**src/rtl/vga_text_pkg.sv**
```systemverilog
// Shared types and constants for the VGA text fetch block: FSM state
// encoding, the blank character code, and the hex seven-segment table.
package vga_text_pkg;

  typedef enum logic [1:0] {
    IDLE  = 2'd0,
    FETCH = 2'd1,
    WAIT  = 2'd2,
    DONE  = 2'd3
  } state_t;

  localparam logic [7:0] SPACE_CHAR = 8'h20;

  // Active-low {g,f,e,d,c,b,a} patterns; element n is the glyph for hex digit n.
  localparam logic [15:0][6:0] SEG_TABLE = {
    7'b0001110,  // F
    7'b0000110,  // E
    7'b0100001,  // d
    7'b1000110,  // C
    7'b0000011,  // b
    7'b0001000,  // A
    7'b0010000,  // 9
    7'b0000000,  // 8
    7'b1111000,  // 7
    7'b0000010,  // 6
    7'b0010010,  // 5
    7'b0011001,  // 4
    7'b0110000,  // 3
    7'b0100100,  // 2
    7'b1111001,  // 1
    7'b1000000   // 0
  };

endpackage

```
**src/rtl/vga_text_fetch_7seg.sv**
```systemverilog
// hex_to_7seg: combinational 4-bit hex digit to active-low seven-segment decoder.
module hex_to_7seg
  import vga_text_pkg::*;
(
  input  logic [3:0] nibble,
  output logic [6:0] segments
);

  // Straight table lookup; every nibble value has a glyph.
  always_comb begin
    segments = SEG_TABLE[nibble];
  end

endmodule

```
**src/rtl/vga_text_fetch.sv**
```systemverilog
// vga_text_fetch: on a rising edge of show_req, reads NCHARS/4 words from the
// data memory VGA port starting at BASE_ADDR and unpacks them little-endian into
// a character line buffer read combinationally by the pixel generator.
// Optional macro VGA_TEXT_SHADOW_EN: captures go to a shadow buffer that is
// copied to the display buffer in the DONE cycle, so the VGA side never sees a
// partially refreshed line.
//
// Memory protocol: mem_rd is a one-cycle request with no ready/backpressure;
// the memory presents mem_rdata exactly READ_LAT cycles after mem_rd, and the
// word is sampled on the last WAIT cycle. mem_addr is only meaningful while
// mem_rd is high and otherwise holds the last fetched address.
module vga_text_fetch
  import vga_text_pkg::*;
#(
  parameter logic [31:0] BASE_ADDR = 32'h0000_0100,
  parameter int          NCHARS    = 16,
  parameter int          READ_LAT  = 1
)(
  input  logic                      clk,
  input  logic                      reset,
  input  logic                      show_req,
  output logic                      mem_rd,
  output logic [31:0]               mem_addr,
  input  logic [31:0]               mem_rdata,
  input  logic [$clog2(NCHARS)-1:0] char_rd_idx,
  output logic [7:0]                char_rd_code,
  output logic                      busy,
  output logic                      done,
  output logic [6:0]                segments,
  output logic [1:0]                state_dbg
);

  localparam int NWORDS = NCHARS / 4;
  localparam int KW     = (NWORDS > 1) ? $clog2(NWORDS) : 1;
  localparam logic [KW-1:0] K_LAST   = KW'(NWORDS - 1);
  localparam logic [2:0]    LAT_LAST = 3'(READ_LAT - 1);

  state_t        state_q, state_d;
  logic [KW-1:0] k_q, k_d;
  logic [2:0]    lat_q, lat_d;
  logic          pending_q, pending_d;
  logic          show_prev;
  logic          edge_det;
  logic          capture;
  logic [31:0]   fetch_addr;
  logic [31:0]   addr_q;
  logic [7:0]    disp [NCHARS];

  assign edge_det   = show_req & ~show_prev;
  assign fetch_addr = BASE_ADDR + (32'(k_q) << 2);
  assign busy       = (state_q != IDLE);
  assign state_dbg  = state_q;
  assign mem_addr   = (state_q == FETCH) ? fetch_addr : addr_q;

  // FSM and bookkeeping registers, plus the show_req edge-detect history.
  always_ff @(posedge clk or negedge reset) begin
    if (!reset) begin
      state_q   <= IDLE;
      k_q       <= '0;
      lat_q     <= '0;
      pending_q <= 1'b0;
      show_prev <= 1'b0;
    end else begin
      state_q   <= state_d;
      k_q       <= k_d;
      lat_q     <= lat_d;
      pending_q <= pending_d;
      show_prev <= show_req;
    end
  end

  // Next-state logic; an edge seen while busy is remembered one-deep, and a
  // remembered (or coincident) request restarts straight out of DONE.
  always_comb begin
    state_d   = state_q;
    k_d       = k_q;
    lat_d     = lat_q;
    pending_d = pending_q | (edge_det & (state_q != IDLE));
    capture   = 1'b0;
    done      = 1'b0;
    mem_rd    = 1'b0;
    case (state_q)
      IDLE: begin
        if (edge_det || pending_q) begin
          state_d   = FETCH;
          k_d       = '0;
          pending_d = 1'b0;
        end
      end
      FETCH: begin
        mem_rd  = 1'b1;
        lat_d   = '0;
        state_d = WAIT;
      end
      WAIT: begin
        if (lat_q == LAT_LAST) begin
          capture = 1'b1;
          if (k_q == K_LAST) begin
            state_d = DONE;
          end else begin
            k_d     = k_q + KW'(1);
            state_d = FETCH;
          end
        end else begin
          lat_d = lat_q + 3'd1;
        end
      end
      DONE: begin
        done = 1'b1;
        if (pending_q || edge_det) begin
          state_d   = FETCH;
          k_d       = '0;
          pending_d = 1'b0;
        end else begin
          state_d = IDLE;
        end
      end
      default: state_d = IDLE;
    endcase
  end

  // Hold the last issued address so mem_addr is stable between fetches.
  always_ff @(posedge clk or negedge reset) begin
    if (!reset) begin
      addr_q <= BASE_ADDR;
    end else if (state_q == FETCH) begin
      addr_q <= fetch_addr;
    end
  end

`ifdef VGA_TEXT_SHADOW_EN
  logic [7:0] shadow [NCHARS];

  // Captured bytes land in the shadow line first.
  always_ff @(posedge clk or negedge reset) begin
    if (!reset) begin
      for (int i = 0; i < NCHARS; i++) shadow[i] <= SPACE_CHAR;
    end else if (capture) begin
      for (int i = 0; i < NCHARS; i++)
        if (i / 4 == int'(k_q)) shadow[i] <= mem_rdata[8*(i%4) +: 8];
    end
  end

  // The whole line becomes visible at once when DONE ends.
  always_ff @(posedge clk or negedge reset) begin
    if (!reset) begin
      for (int i = 0; i < NCHARS; i++) disp[i] <= SPACE_CHAR;
    end else if (state_q == DONE) begin
      for (int i = 0; i < NCHARS; i++) disp[i] <= shadow[i];
    end
  end
`else
  // Each captured word goes straight into the displayed line.
  always_ff @(posedge clk or negedge reset) begin
    if (!reset) begin
      for (int i = 0; i < NCHARS; i++) disp[i] <= SPACE_CHAR;
    end else if (capture) begin
      for (int i = 0; i < NCHARS; i++)
        if (i / 4 == int'(k_q)) disp[i] <= mem_rdata[8*(i%4) +: 8];
    end
  end
`endif

  assign char_rd_code = disp[char_rd_idx];

  hex_to_7seg u_seg (
    .nibble   (disp[0][3:0]),
    .segments (segments)
  );

endmodule
```
**config.mk**
```make
export PLATFORM = sky130hd
export DESIGN_NAME = vga_text_fetch
export DESIGN_NICKNAME = d
export VERILOG_FILES = /design/src/rtl/vga_text_pkg.sv /design/src/rtl/vga_text_fetch_7seg.sv /design/src/rtl/vga_text_fetch.sv
export SDC_FILE = /design/constraint.sdc
export NUM_CORES = 1
export LEC_CHECK = 0
export CAP_MARGIN = 20
export CORE_UTILIZATION = 40
export CTS_BUF_LIST = sky130_fd_sc_hd__clkbuf_8
export DETAILED_ROUTE_END_ITERATION = 7
export DONT_BUFFER_PORTS = 1
export GPL_TIMING_DRIVEN = 0
export PLACE_DENSITY = 0.52
export REMOVE_ABC_BUFFERS = 1
export SLEW_MARGIN = 20
export SYNTH_ARGS = -nofsm -noshare
export SYNTH_HDL_FRONTEND = slang
export SYNTH_SLANG_ARGS = --single-unit
export TNS_END_PERCENT = 1
```
**constraint.sdc**
```tcl
create_clock -name clk -period 2.61 [get_ports clk]
set_input_delay 0.3915 -clock clk [delete_from_list [all_inputs] [get_ports clk]]
set_output_delay 0.3915 -clock clk [all_outputs]
set_load 0.05 [all_outputs]
```
# [Word-level counts from Yosys, hierarchy flattened]
# Memory sizes are Yosys's and may differ from the RTL's.
# Cells that the tools add are included.
[classes] n_bitwise=5 add_sub_neg=3 n_lt_le_gt_ge=2 n_reduce_logical=15 n_eq_ne=12 mux=22
[op_table] cell="8-bit binary-select mux with 4-bit select" count=1
[op_table] cell="32-bit 2-to-1 mux" count=1
[op_table] cell="8-bit 2-to-1 mux" count=2
[op_table] cell="2-bit 2-to-1 mux" count=6
[op_table] cell="2-bit AND reduction" count=6
[op_table] cell="9-bit by 4-bit adder with 10-bit output (first input constant)" count=1
[op_table] cell="2-bit != test (second input constant)" count=4
[op_table] cell="2-bit one-hot mux with 4 select lines" count=1
[op_table] cell="1-bit 2-to-1 mux" count=7
[op_table] cell="7-bit 2-to-1 mux" count=1
[op_table] cell="2-bit == test (second input constant)" count=3
[op_table] cell="3-bit one-hot mux with 2 select lines" count=1
[op_table] cell="2-bit nonzero test" count=3
[op_table] cell="5-bit >= comparator (second input constant)" count=1
[op_table] cell="4-bit by 5-bit < comparator with 1-bit output (second input constant)" count=1
[op_table] cell="4-bit inverter with 5-bit output" count=1
[op_table] cell="2-bit == test (first input constant)" count=2
[op_table] cell="2-bit logical NOT" count=2
[op_table] cell="2-bit one-hot mux with 2 select lines" count=1
[op_table] cell="4-bit AND reduction" count=1
[op_table] cell="3-bit by 1-bit adder with 3-bit output (second input constant)" count=1
[op_table] cell="3-bit logical NOT" count=1
[op_table] cell="3-bit 2-to-1 mux" count=1
[op_table] cell="2-bit by 1-bit adder with 2-bit output (second input constant)" count=1
[op_table] cell="8 further kinds" count=9
[totals] word_cells=82 n_memories=1 regBits=169 output_inout_bits=52 inputBits=39 romBits=112
[mem_list] memory="(no name shown)" words=16 width=7 read_ports=1 rd_clocked_by_memory_dff=0 wr=0 line_no="vga_text_fetch_7seg.sv:11" source="segments = SEG_TABLE[nibble];"

# [Logic depth before layout (Yosys ltp)]
# Gate-level depths: netlist of the first run.
[logic_depth] depth_word=6 mapped_depth=7

# [By module]
# From an unflattened synthesis of the first run, not the netlist that was laid out.
[unflattened] hier_cells=502 hier_area_um2=7697.4
[by_module_without_submodules] mod="vga_text_fetch" instances=1 area_per_inst_um2=7422.1 cells_each=471
[by_module_without_submodules] mod="hex_to_7seg" instances=1 area_per_inst_um2=275.3 cells_each=31

# [Least setup slack after synthesis of the first run]
# No wires, ideal clock.
[synth_timing] path_kind="reg-to-output" start="register state_q[1], in the netlist state_dbg[1]" end="output port mem_addr[0]" path_stages_with_launch=5 t_arrival_ns=2.317 required_ns=2.219 path_buffers=1 path_slack_ns=-0.099 cell_sequence="dfrtp_1 -> inv_1 -> ha_1 -> clkbuf_1 -> nor2b_1"
[synth_via] elab_chain_len=2
[synth_lines] element="start, declared" line_no="vga_text_fetch.sv:38" source="state_t state_q, state_d;"
[synth_lines] element="start signal, assigned" line_no="vga_text_fetch.sv:64" source="state_q <= state_d;"
[synth_lines] element="2-bit by 1-bit == test with 1-bit output" line_no="vga_text_fetch.sv:53" source="assign mem_addr = (state_q == FETCH) ? fetch_addr : addr_q;"
[synth_lines] element="32-bit 2-to-1 mux"
[synth_lines] element="end, declared" line_no="vga_text_fetch.sv:23" source="output logic [31:0] mem_addr,"
# No other way between the ends.

# [Final worst setup path of the first run]
[layout_timing] start="register state_q[1], in the netlist state_dbg[1]" end="output port mem_addr[18]"
# Same word-level chain as after synthesis.

==> impl.org, run 1 <==
** STA
- The max-slew violation count came to 0.
- Highest clock frequency the design can meet :: 386 MHz
- Tcrit/Tclk final :: 99.2%
- On the final layout, the worst hold slack is -0.373 ns.
- Once routing completed, OpenROAD measured the worst setup slack at around 0.02 ns.
- Between clock sinks in the finished design, the worst skew comes to 0.00936 ns.
- Hold Vio Cnt, Final :: about 170
- Final min period :: 2.59 ns
- Measured against its own limit, the worst slew margin works out to 24.3%.
- After routing, the total negative slack on setup checks comes to 0 ns.
- Setup repair after global routing could not meet its margin everywhere.
- Actual transition at the worst max-transition pin :: around 1.1 ns
- Final setup viols :: 0

** Clock network
- The H-tree was split into 4 levels.
- The clock net in this run drives a total of 169 sinks.
- The tree is rooted in a sky130_fd_sc_hd__clkbuf_8.
- Number of buffers inserted for hold repair after clock tree synthesis :: 1
- Deepest clock path buffer count :: 2
- The number of clock buffers added by TritonCTS is 17.
- Post-CTS setup repair buffer count :: 0
- For the worst-skew pair, the clock arrives at the later sink with an insertion delay of 0.44 ns.
- Clock-pin slew of the registers on the worst-case setup and hold paths :: approximately 0.10 ns
- CTS tree :: done

** Die
- Initial cell density of the core :: between 40% and 50%
- Horizontal die dimension :: 142 um
- Die area :: 20,000 um^2
- The core region is 18,900 um^2.
- Number of I/O pins :: 91
- Height of the chip :: 142 um
- The floorplan has 50 rows.

** Route
- Initial detailed-routing violation count :: between 100 and 150
- In this run the remaining antenna-violating nets after routing total 0.
- In the final routed layout, each cell accounts on average for 19.4 um.
- The final route contains 4,067 vias.
- Dividing the detail-routed via count by the number of cells gives 5.21.
- For this block, the routed nets add up to 15.2 mm of wire.
- In the routed design, unresolved DRC markers number 0.
- Number of optimization iterations in the first detailed-route pass :: 4

** Synthesis
- The Yosys step of the flow raised 0 warnings.
- The largest total area in the synthesized netlist belongs to sky130_fd_sc_hd__dfrtp_1.
- In the synthesized netlist the async set-or-reset flop fraction comes to 100%.
- Most frequent cells after synthesis :: 152 x sky130_fd_sc_hd__dfrtp_1, 88 x sky130_fd_sc_hd__mux2_2, 43 x sky130_fd_sc_hd__mux2_1
- Share of synthesized area occupied by flip-flops and latches :: between 50% and 60%
- Most numerous cell in the Yosys netlist :: sky130_fd_sc_hd__dfrtp_1
- Cell types occupying the most area after synthesis :: sky130_fd_sc_hd__dfrtp_1 49%, sky130_fd_sc_hd__mux2_2 13%, sky130_fd_sc_hd__mux2_1 6.2%
- Synthesized cell area :: 7780 um^2
- The most used flip-flop cell after synthesis is sky130_fd_sc_hd__dfrtp_1.
- A synthesized cell averages 15.2 um^2.
- Distinct cells, synth :: 40
- In this run, synthesis inferred 0 flip-flops with an integrated enable.
- Fraction of synthesized cell area taken by the top area cell type :: 48.9%
- Cell count after synthesis :: between 500 and 600
- Post-synthesis sequential element count :: between 150 and 200

** Outcome
- Violated checks :: negative hold slack
- The run finished, with violations left.

** Global routing
- The initial antenna violation count was 0.
- Gr ovfl total :: 0
- The first global-routing pass estimated 24.2 mm of wire.
- GRT Util Overall :: 16.3%
- Entering global routing, the biggest net connects 170 pins.
- Via count of the first global-routing pass :: about 4,500

** Placed design
- Summed over all nets, the half-perimeter wirelength after detailed placement is 9.34 mm.
- In this run the tool buffered the top-level ports with 0 buffer cells.
- Prior to clock tree synthesis, the placed netlist has a worst setup slack of roughly 0.029 ns.
- Cell Area, Placed :: 7890 um^2
- Number of placed cells counting well taps :: between 700 and 800
- At the end of routability-driven placement, the weighted congestion stood at about 0.73.

** Layout
- The number of antenna diodes in the final layout is 0.
- In the final layout, the share of cells above drive strength 1 is 38.6%.
- The finished layout holds 781 standard cells, fillers aside.
- With fillers left out, the area of the finished cells amounts to between 8000 and 9000 um^2.
- Number of fill cells in the layout :: 1,704
- Area growth from synthesis to layout :: 9.85%
- Final net count :: 565

** Worst setup path
- Largest fanout of any net on the critical path :: 6
- The slowest stage of the critical path is the sky130_fd_sc_hd__nor2b_1 cell.
- Crit-path leading delay family :: simple AND/OR/NAND/NOR gates
- The signal on the critical path passes through inv_1 -> ha_4 -> nor2b_1.
- Cell count of the worst reg-to-reg path :: 6
- Reg2reg start :: state_dbg[0]
- Arrival time at the worst endpoint :: 2.20 ns
- Data required time at the worst endpoint :: 2.22 ns
- Number of buffer and inverter instances along the worst setup path :: 1
- The worst setup path is launched from a flop.
- Worst Path Class, Setup :: reg -> out
- Worst setup slack for register-to-register paths :: 0.37 ns
- Endpoint of the worst-slack reg-to-reg timing path :: disp[104]
- Crit-path max cell delay :: 0.77 ns
- The worst setup path is captured at an output pin.

** Pwr
- Leakage component of the power :: 0.00362 uW
- Max rail drop VDD :: around 0.001 V
- Total power divided by cell area :: 1130 nW/um^2

** Worst hold path
- Min-Delay Path Class :: in -> async

** Run
- Reported max-cap violation count :: 0
==> worst max path at each step <==
stage                      start            to  cells past startpoint
global route        state_dbg[1]  mem_addr[18]                      3
global placement    state_dbg[1]  mem_addr[30]                      3
floorplan           state_dbg[1]   mem_addr[0]                      3
CTS                 state_dbg[1]  mem_addr[16]                      3
detailed placement  state_dbg[1]  mem_addr[21]                      4
finish              state_dbg[1]  mem_addr[18]                      3
==> placed cells by master, fill, tap and decap left out, types with 3 or more instances in the layout <==
master                       n
sky130_fd_sc_hd__dfrtp_1   150
sky130_fd_sc_hd__mux2_2     86
sky130_fd_sc_hd__mux2_1     43
sky130_fd_sc_hd__nand2_1    23
sky130_fd_sc_hd__nor2b_4    22
sky130_fd_sc_hd__mux4_1     18
sky130_fd_sc_hd__clkbuf_8   18
sky130_fd_sc_hd__a22oi_1    17
sky130_fd_sc_hd__ha_1       17
sky130_fd_sc_hd__dfstp_2    17
sky130_fd_sc_hd__mux4_2     13
sky130_fd_sc_hd__inv_1      11
sky130_fd_sc_hd__o21ai_0    10
sky130_fd_sc_hd__nor2_1      6
sky130_fd_sc_hd__nor2b_1     5
sky130_fd_sc_hd__nor2b_2     5
sky130_fd_sc_hd__nand2_4     4
sky130_fd_sc_hd__clkinv_4    4
sky130_fd_sc_hd__inv_4       4
sky130_fd_sc_hd__nand2b_1    3
sky130_fd_sc_hd__clkinv_2    3
==> kinds of logic (layout without fill, tap and decap cells) <==
logic type               after synthesis  in the layout  share of synthesized area, %
buffers and inverters                 39             47                          3.66
AND/OR/NAND/NOR                       81             81                          6.08
XOR/XNOR                               1              1                         0.113
adder cells (fa/ha/maj)               18             18                          2.89
AO/OA/AOI/OAI                         41             41                          3.42
flip-flops                           169            169                          54.6
multiplexers                         164            164                          29.2
==> stage by stage <==
step / total power, uW / util [%]
after detailed placement: 7720 / 41.8
after global placement: 7530 / 41.7
after CTS: 9700 / 44.5
after floorplan: 7090 / -
after global routing: 10300 / 45.3
final: 9690 / 45.3
==> power breakdown <==
part	switching [uW]	internal [uW]
clock network	956	881
registers	655	3770
logic	1810	1620
total	3420	6270
==> metal layers <==
layer | GRT usage, % | wire length [um]
met1 | 20.0 | 6720
met3 | 5.74 | 1010
met5 | 0 | 0
met4 | 6.00 | 235
met2 | 26.5 | 7200
==> registers in the layout, summed over array words and instances, names as in the netlist <==
name       count
lat_q          3
k_q            2
state_dbg      2
show_prev      1
disp         128
pending_q      1
addr_q        32
==> repair_timing <==
item	in CTS	in global routing
hold endpoints to repair	170	169
gates resized for setup	38	27
endpoints found under the setup margin	38	34
==> area by class of cell <==
| cell class | instances | area [um^2] | share of cell area, % |
|---|---|---|---|
| clock buffers | 18 | 248 | 2.90 |
| flip-flops and latches | 169 | 4250 | 49.7 |
| multi-input cells | 305 | 3500 | 40.9 |
| inverters | 12 | 45.0 | 0.527 |
| repair buffers | 3 | 37.5 | 0.439 |
| well taps | 260 | 325 | 3.80 |
| clock inverters | 14 | 144 | 1.68 |
(Power assumes the default switching activity.)
==> run 2, diff against run 1 <==
--- a/config.mk
+++ b/config.mk
@@ -6,12 +6,12 @@
 export NUM_CORES = 1
 export LEC_CHECK = 0
 export CAP_MARGIN = 20
-export CORE_UTILIZATION = 40
+export CORE_UTILIZATION = 25
 export CTS_BUF_LIST = sky130_fd_sc_hd__clkbuf_8
 export DETAILED_ROUTE_END_ITERATION = 7
 export DONT_BUFFER_PORTS = 1
 export GPL_TIMING_DRIVEN = 0
-export PLACE_DENSITY = 0.52
+export PLACE_DENSITY = 0.36
 export REMOVE_ABC_BUFFERS = 1
 export SLEW_MARGIN = 20
 export SYNTH_ARGS = -nofsm -noshare
==> run 2 against run 1 <==
The run ends with negative hold slack, negative setup slack left. Critical path depth rose by 1. Maximum frequency fell by 1.1%. Register-to-register slack barely moved. Sequential power barely moved. Combinational power fell by 1%. Utilization fell by 17 points. Critical endpoint is now mem_addr[12]. Highest routed layer unchanged.
==> impl.org, run 2 (synthesis results as in run 1) <==
** Pwr
- Proportion of power drawn by combinational gates :: 35.2%
- The completed layout was analyzed and its total power is 9630 uW.
- The internal portion of the total power is around 6200 uW.
- Leakage component of the power :: about 0.0036 uW
- Total power divided by cell area :: ~1100 nW/um^2
- Sequential cells account for 46.1% of the total power.
- Net switching is roughly 35% of the power.
- Net load switching power :: about 3400 uW
- In this run, the clock network consumes roughly a fifth of the power.
- The worst-case IR drop observed on VDD is ~0.00047 V.

** Clock network
- Post-CTS setup repair buffer count :: 0
- Clock-pin slew of the registers on the worst-case setup and hold paths :: 0.09 ns
- CTS H-tree lvls :: 4
- Clock buffers created by TritonCTS :: 17
- TritonCTS built the clock tree.
- The clock reaches the later pin of the worst-skew pair after 0.46 ns.
- Count of clock tree sinks :: 169
- Deepest clock path buffer count :: 2
- The tree is rooted in a sky130_fd_sc_hd__clkbuf_8.
- Number of buffers inserted for hold repair after clock tree synthesis :: 1

** STA
- The max-slew violation count was 0.
- Highest clock frequency the design can meet :: around 380 MHz
- The final hold violation count was 168.
- Setup TNS Final :: -0.00726 ns
- Setup violations remaining at the end of the flow were counted as 1.
- Worst Hold Margin :: -0.383 ns
- The worst path uses 100% of the clock period.
- Worst-case headroom to the max-slew limit :: approximately a third
- Worst clock skew :: 0.0155 ns
- Post-route setup slack :: -0.00726 ns
- Actual transition at the worst max-transition pin :: 0.982 ns
- Subtracting the final worst setup slack from the clock period gives 2.62 ns.
- Setup repair after global routing missed its margin :: yes

** Outcome
- The checks that failed: negative hold slack, negative setup slack.
- Outcome :: finished with violations

** Layout
- The top cell types in the final layout, fill and taps aside, are 150 x sky130_fd_sc_hd__dfrtp_1, 88 x sky130_fd_sc_hd__mux2_2, 43 x sky130_fd_sc_hd__mux2_1, 28 x sky130_fd_sc_hd__nor2b_2, 23 x sky130_fd_sc_hd__nand2_1.
- Final net count :: 564
- Largest registers :: disp (128), addr_q (32), lat_q (3)
- Number of fill cells in the layout :: just over 3,000
- The number of antenna diodes in the final layout is 0.
- Most common library cell in the layout ignoring fill and taps :: sky130_fd_sc_hd__dfrtp_1
- Share of post-route cells with drive strength above 1 :: 37.9%
- The area growth from synthesis to layout is 10.2%.
- Largest register FFs :: 128
- Ranked by flip-flop count, first place goes to disp.

** Global routing
- The via count of the first global-routing pass was approximately 4,500.
- Maximum number of pins on one net before global-route repair :: 170
- The initial antenna violation count came to 0.
- The total overflow left after global routing is 0.
- GRT Util Overall :: around 11%
- The first global-routing pass estimated 26.6 mm of wire.

** Die
- 91 I/O pins were placed.
- Horizontal die dimension :: approximately 180 um
- Std-Cell Core Area :: 30,600 um^2
- Die area :: 31,800 um^2
- Num rows :: 64
- Initial cell density of the core :: roughly 25%
- From bottom edge to top edge, the die measures between 150 and 200 um.

** Route
- For this block, the routed nets add up to 17.1 mm of wire.
- Initial detailed-routing violation count :: 138
- After detailed routing, the number of remaining DRC violations is 0.
- The pre-antenna-repair detailed-routing pass consisted of 4 iterations.
- DRT antenna net count :: 0
- In the routed layout, each cell is associated on average with a via count of 4.50.
- Via count of the routed design :: just over 4,000
- After detailed routing, the average wire length per cell comes to 18.6 um.

** Worst setup path
- Data on the critical path arrives at its endpoint at 2.23 ns.
- By startpoint and endpoint, the worst setup path is classified as reg -> out.
- STA classifies the critical path endpoint as an output pin.
- Data required time at the worst endpoint :: 2.22 ns
- The worst setup path is launched from a flop.
- In this run the worst path has a maximum fanout of 29.

** Worst hold path
- The min-delay analysis places its worst path in the category in -> async.

** Placed design
- The count of buffers added on input and output ports is 0.
- Total half-perimeter wirelength after legalization and detailed placement :: 10.6 mm
- Routability cong. :: 0.749

** Run
- Reported max-cap violation count :: 0
## run 2: layout make-up
| type | count | area [um^2] | share of cell area [%] |
|---|---|---|---|
| multi-input combinational | 305 | 3390 | 39.5 |
| clock inverter | 14 | 119 | 1.39 |
| clock buffer | 18 | 248 | 2.89 |
| tap | 396 | 495 | 5.78 |
| timing repair buffer | 2 | 30.0 | 0.350 |
| inverter | 12 | 45.0 | 0.525 |
| sequential | 169 | 4250 | 49.6 |
## run 2: power groups by stage
| stage | Sequential (uW) | Clock [uW] | Combinational (uW) |
|---|---|---|---|
| CTS | 4450 | 1880 | 3390 |
| global route | 4610 | 1990 | 3670 |
| floorplan | 4240 | 0 | 2850 |
| detailed placement | 4490 | 0 | 3300 |
| global placement | 4420 | 0 | 3180 |
| finish | 4440 | 1800 | 3390 |
## run 2: layer usage
layer | track usage (%) | vias to the layer above | part of all wire, %
li1 | - | 1850 | -
met5 | 0 | - | 0
met4 | 3.32 | 0 | 0.93
met3 | 4.24 | 11 | 7.1
met1 | 14.2 | 2152 | 44
met2 | 18.2 | 106 | 48
## run 2: worst max-delay path, cell delays in order, from the launching register on
cell and delay, ns:
sky130_fd_sc_hd__dfrtp_2 0.58, sky130_fd_sc_hd__inv_1 0.15, sky130_fd_sc_hd__ha_2 0.28, sky130_fd_sc_hd__buf_12 0.21
sky130_fd_sc_hd__nor2b_2 0.52
## run 2: path summary, 6_finish.rpt
check | endpoint | depth (start not counted) | start | slack (ns)
hold / removal | disp[51] | 0 | reset | -0.38
setup / recovery | mem_addr[12] | 4 | state_dbg[1] | -0.007
max in group asynchronous | addr_q[8] | 0 | reset | 2.58
min in group clk | disp[6] | 1 | mem_rdata[30] | 0.05
setup reg to reg | disp[123] | 6 | state_dbg[0] | 0.36
hold reg to reg | disp[115] | 1 | disp[115] | 0.49
## run 2: stage by stage
| stage | std cells | hold WS (ns) | setup WS [ns] | utilization, % | area [um^2] |
|---|---|---|---|---|---|
| finish | 916 | -0.383 | -0.00726 | 28.0 | 8580 |
| floorplan | 486 | 0.0959 | -0.198 | - | 7540 |
| CTS | 916 | -0.419 | -0.0720 | 27.9 | 8540 |
| detailed placement | 883 | 0.102 | -0.0300 | 26.4 | 8070 |
| global route | 916 | -0.438 | -0.120 | 28.0 | 8580 |
| global placement | 882 | 0.101 | -0.561 | 26.3 | 8040 |
## run 2: what timing repair did
action | 4_1_cts | 5_1_grt
gates resized for setup | 37 | 7
endpoints found under the hold margin | 170 | 169
endpoints found under the setup margin | 37 | 34
